`config.mk`:
```
export PLATFORM = sky130hd
export DESIGN_NAME = axi2per_per_arbiter
export DESIGN_NICKNAME = d
export VERILOG_FILES = /design/src/rtl/axi2per_per_arbiter.sv
export SDC_FILE = /design/constraint.sdc
export NUM_CORES = 1
export LEC_CHECK = 0
export ABC_CLOCK_PERIOD_IN_PS = 2500
export CAP_MARGIN = 20
export CORE_AREA = 3 3 117 119
export DETAILED_ROUTE_END_ITERATION = 8
export DIE_AREA = 0 0 120 122
export GPL_TIMING_DRIVEN = 0
export PLACE_DENSITY = 0.78
export SYNTH_ARGS = -nofsm -noshare
export SYNTH_HDL_FRONTEND = slang
export SYNTH_SLANG_ARGS = --single-unit
```
`constraint.sdc`:
```
create_clock -name clk_i -period 2.5 [get_ports clk_i]
set_input_delay 0.5 -clock clk_i [delete_from_list [all_inputs] [get_ports clk_i]]
set_output_delay 0.5 -clock clk_i [all_outputs]
set_load 0.01 [all_outputs]
```
`src/rtl/axi2per_per_arbiter.sv`:
```
// Round-robin arbiter sharing one single-outstanding peripheral port between
// NUM_REQ bridges; the response is steered back to the granted requester.
module axi2per_per_arbiter #(
  parameter int NUM_REQ    = 2,
  parameter int ADDR_WIDTH = 32,
  parameter int DATA_WIDTH = 32
) (
  input  logic                                    clk_i,
  input  logic                                    rst_ni,
  input  logic [NUM_REQ-1:0]                      slv_req_i,
  input  logic [NUM_REQ-1:0][ADDR_WIDTH-1:0]      slv_add_i,
  input  logic [NUM_REQ-1:0]                      slv_we_i,
  input  logic [NUM_REQ-1:0][5:0]                 slv_atop_i,
  input  logic [NUM_REQ-1:0][DATA_WIDTH-1:0]      slv_wdata_i,
  input  logic [NUM_REQ-1:0][DATA_WIDTH/8-1:0]    slv_be_i,
  output logic [NUM_REQ-1:0]                      slv_gnt_o,
  output logic [NUM_REQ-1:0]                      slv_r_valid_o,
  output logic [DATA_WIDTH-1:0]                   slv_r_rdata_o,
  output logic                                    slv_r_opc_o,
  output logic                                    mst_req_o,
  output logic [ADDR_WIDTH-1:0]                   mst_add_o,
  output logic                                    mst_we_o,
  output logic [5:0]                              mst_atop_o,
  output logic [DATA_WIDTH-1:0]                   mst_wdata_o,
  output logic [DATA_WIDTH/8-1:0]                 mst_be_o,
  input  logic                                    mst_gnt_i,
  input  logic                                    mst_r_valid_i,
  input  logic [DATA_WIDTH-1:0]                   mst_r_rdata_i,
  input  logic                                    mst_r_opc_i,
  output logic                                    busy_o
);

  localparam int IDX_WIDTH = $clog2(NUM_REQ);

  typedef enum logic [1:0] {Idle, Hold, Pending} state_e;

  state_e               state_q, state_d;
  logic [IDX_WIDTH-1:0] rr_q, rr_d, sel_q, sel_d;
  logic [IDX_WIDTH-1:0] win, sel;
  logic                 win_vld, req;
  int                   idx;

  // Search rr_q, rr_q+1, ... with explicit wrap so NUM_REQ need not be 2^n.
  always_comb begin
    win     = '0;
    win_vld = 1'b0;
    idx     = 0;
    for (int k = 0; k < NUM_REQ; k++) begin
      idx = int'(rr_q) + k;
      if (idx >= NUM_REQ) idx = idx - NUM_REQ;
      if (!win_vld && slv_req_i[idx]) begin
        win_vld = 1'b1;
        win     = IDX_WIDTH'(idx);
      end
    end
  end

  always_comb begin
    state_d       = state_q;
    rr_d          = rr_q;
    sel_d         = sel_q;
    sel           = sel_q;
    req           = 1'b0;
    slv_gnt_o     = '0;
    slv_r_valid_o = '0;
    busy_o        = 1'b0;
    case (state_q)
      Idle: begin
        req = win_vld;
        sel = win;
      end
      Hold: begin
        // Locked selection: a later higher-priority request cannot preempt.
        req = slv_req_i[sel_q];
        if (!req) state_d = Idle;
      end
      Pending: begin
        busy_o               = 1'b1;
        slv_r_valid_o[sel_q] = mst_r_valid_i;
        if (mst_r_valid_i) state_d = Idle;
      end
      default: state_d = Idle;
    endcase
    if (req) begin
      sel_d = sel;
      if (mst_gnt_i) begin
        slv_gnt_o[sel] = 1'b1;
        rr_d           = (sel == IDX_WIDTH'(NUM_REQ - 1)) ? '0 : sel + 1'b1;
        state_d        = Pending;
      end else begin
        state_d = Hold;
      end
    end
  end

  assign mst_req_o     = req;
  assign mst_add_o     = req ? slv_add_i[sel]   : '0;
  assign mst_we_o      = req & slv_we_i[sel];
  assign mst_atop_o    = req ? slv_atop_i[sel]  : '0;
  assign mst_wdata_o   = req ? slv_wdata_i[sel] : '0;
  assign mst_be_o      = req ? slv_be_i[sel]    : '0;
  assign slv_r_rdata_o = mst_r_rdata_i;
  assign slv_r_opc_o   = mst_r_opc_i;

  always_ff @(posedge clk_i or negedge rst_ni) begin
    if (!rst_ni) begin
      state_q <= Idle;
      rr_q    <= '0;
      sel_q   <= '0;
    end else begin
      state_q <= state_d;
      rr_q    <= rr_d;
      sel_q   <= sel_d;
    end
  end

  // A response outside Pending must never reach a requester.
  always_ff @(posedge clk_i) begin
    if (rst_ni && state_q != Pending) assert (slv_r_valid_o == '0);
  end

endmodule

```
==> flow_summary.toml <==
[die]
dieArea_um2 = 14600
row_count = 41
die_y_um = 122
initial_core_util_pct = 29.4
die_w_um = 120
coreArea_um2 = 12700
num_io_pins = 303

[sta]
finClkSkew_ns = 0.00470
hold_viol_final = 0
period_minus_slack_ns = 2.49
tightestPinTransition_ns = 0.468
max_freq_mhz = 401
slew_viol_final = 0
setup_slack_ns = 0.00858
rsz0062_at_grt = "true"
fin_crit_sh_pct = 99.7
setup_viol = 0
max_slew_margin_pct = 68.8

[yosys]
ys_seq_elements = 4
syn_inst = 596
syn_area_um2 = 3730
syn_area_per_cell_um2 = 6.25
syn-num-nets = 785
ys_seq_area_share_pct = 2.69
async_reset_ff_share_pct = 100
synth_edf_count = 0
yosys_warnings = 0
ys.flop_type = "dfrtp_1"
yosysUniqueCellTypes = 25

[global_route]
antenna_found_initial = 0
grt_usage_pct = 24.0
grt_pass1_wl_um = 29200
grt.overflow.total = 0
grt_pass1_vias = 5521
grt_max_degree = 11

[outcome]
status = "finished clean"

[layout]
final_util_pct = 53.5
drive_gt1_share_pct = 14.9
n_fill_cell = 1276
finalNetCount = 1058
multiInputGateArea_um2 = 3010
fin_cells = 1039
area_growth_pct = 82.0
regArea_um2 = 100
n_antenna_cell = 0

[placement]
dp_slack_ns = -0.899
io_buffers = 268
dpl.cell_count = 1036
place_congestion = 0.888
dp_hpwl_um = 14400

[clock_tree]
clk_path_buf_depth = 2
cts.clk_slew.worst_paths_ns = 0.03
cts-buffers-inserted = 3
cts_sinks = 4
post_cts_buffers = 0
clk_latency_ns = 0.23
cts-root-buf = "clkbuf_16"
tritoncts = "built"
holdBufCountCts = 0
htree_levels = 1

[power]
ir_drop_v = 0.000290
powerDensity_nw_per_um2 = 612
leakagePower_uw = 0.00282

[drt]
drt-wirelength-per-cell_um = 18.5
drt-met1-wl_um = 7470
highest_layer = "met4"
routed_wl_um = 19200
vias = 5885
drt_iter0_drc = 680
vias_per_cell = 5.66
drc_errors = 0
antenna_left = 0
wl_met2_um = 9600
wl_met3_um = 1930
drtPass1Iterations = 5

[worst_setup_path]
cp_data_required_time_ns = 2.00
reg2reg_depth = 5
arrival_ns = 1.99
crit_fanout = 10
end_kind = "output port"
critPathKind = "in2out"
rr_startpoint = "sel_q"
reg2reg_to = "rr_q"
startpoint_type = "primary input"
ff2ff_setup_slack_ns = 1.07

[min_path]
hold_class = "in2async"

[run]
maxCapViolations = 0
==> flip-flops by register name (all words and copies together) (netlist names) <==
signal and count:
sel_q 1, state_q 2, rr_q 1
==> worst max path at each step <==
stage,from,cells after the start,to
after CTS,slv_req_i[0],8,mst_add_o[24]
after global routing,slv_req_i[0],8,mst_wdata_o[1]
final,slv_req_i[0],8,mst_wdata_o[1]
after floorplan,slv_req_i[1],6,mst_add_o[10]
after global placement,slv_req_i[0],7,mst_wdata_o[1]
after detailed placement,slv_req_i[0],7,mst_wdata_o[1]
==> cell usage after synthesis (all sizes together), types with 2 or more instances <==
cell | number | area, um2
nand2b | 76 | 475
a21o | 76 | 571
inv | 4 | 15.0
nor2b | 2 | 12.5
dfrtp | 4 | 100
nand2 | 77 | 289
buf | 84 | 539
o211ai | 75 | 563
a31oi | 76 | 475
clkbuf | 34 | 128
nor2 | 3 | 11.3
nand4 | 75 | 469
==> layer usage <==
metal | track usage (%) | up-vias
met1 | 29.9 | 2729
met2 | 43.5 | 370
met3 | 4.36 | 17
met5 | 0 | -
met4 | 4.01 | 0
li1 | - | 2769
==> repair_timing <==
item                                    4_1_cts  5_1_grt
gates resized for setup                     134       49
pin swaps                                     1        4
endpoints found under the setup margin       79       69
==> through the flow <==
step,cell area (um2),TNS (ns),hold slack [ns],total power [uW]
finish,6780,0,0.487,4150
global route,6780,-0.221,0.503,4470
CTS,6760,-0.257,0.491,4110
detailed placement,6620,-55.77,0.536,3940
global placement,6620,-56.56,0.517,3920
floorplan,3730,0,0.204,2320
==> layout make-up <==
type	count	area share, %
plain buffers	118	11.7
clock buffers	3	1.11
inverters	4	0.221
multi-input cells	470	44.4
flip-flops and latches	4	1.48
well taps	172	3.17
repair buffers	268	37.9
==> cell families after synthesis <==
family	Yosys count	synth area share, %
multiplexers	2	0.571
AND/OR/NAND/NOR	236	34.2
buffers and inverters	122	18.3
AO/OA/AOI/OAI	232	44.2
flip-flops	4	2.69
==> where the power goes <==
| part | total (uW) | switching [uW] | internal (uW) | leakage, uW |
|---|---|---|---|---|
| sequential | 111 | 24.9 | 86.3 | 0.0000483 |
| clock | 256 | 51.3 | 205 | 0.0000370 |
| combinational | 3780 | 2020 | 1760 | 0.00274 |
| total | 4150 | 2100 | 2050 | 0.00282 |
==> cells in the final DEF (no fill, tap or decap), drive strengths merged <==
cell type / n
clkdlybuf4s50: 190
buf: 81
nand2: 77
a21o: 76
nand2b: 76
a31oi: 76
o211ai: 75
nand4: 75
dlygate4sd2: 60
clkbuf: 48
clkdlybuf4s15: 7
inv: 4
dfrtp: 4
nor2: 3
dlymetal6s2s: 2
nor2b: 2
mux2i: 1
o21bai: 1
o21a: 1
a211oi: 1
and2: 1
nor3: 1
and3: 1
mux2: 1
a32o: 1
o22ai: 1
dlygate4sd1: 1
==> critical path: stages <==
cell and delay, ns:
clkdlybuf4s15_2 0.24, mux2i_1 0.11, a21o_1 0.18, buf_4 0.17, buf_6 0.16, buf_6 0.15, a31oi_2 0.18, dlygate4sd2_1 0.30
Note: power is estimated with default switching activity, not from simulation.
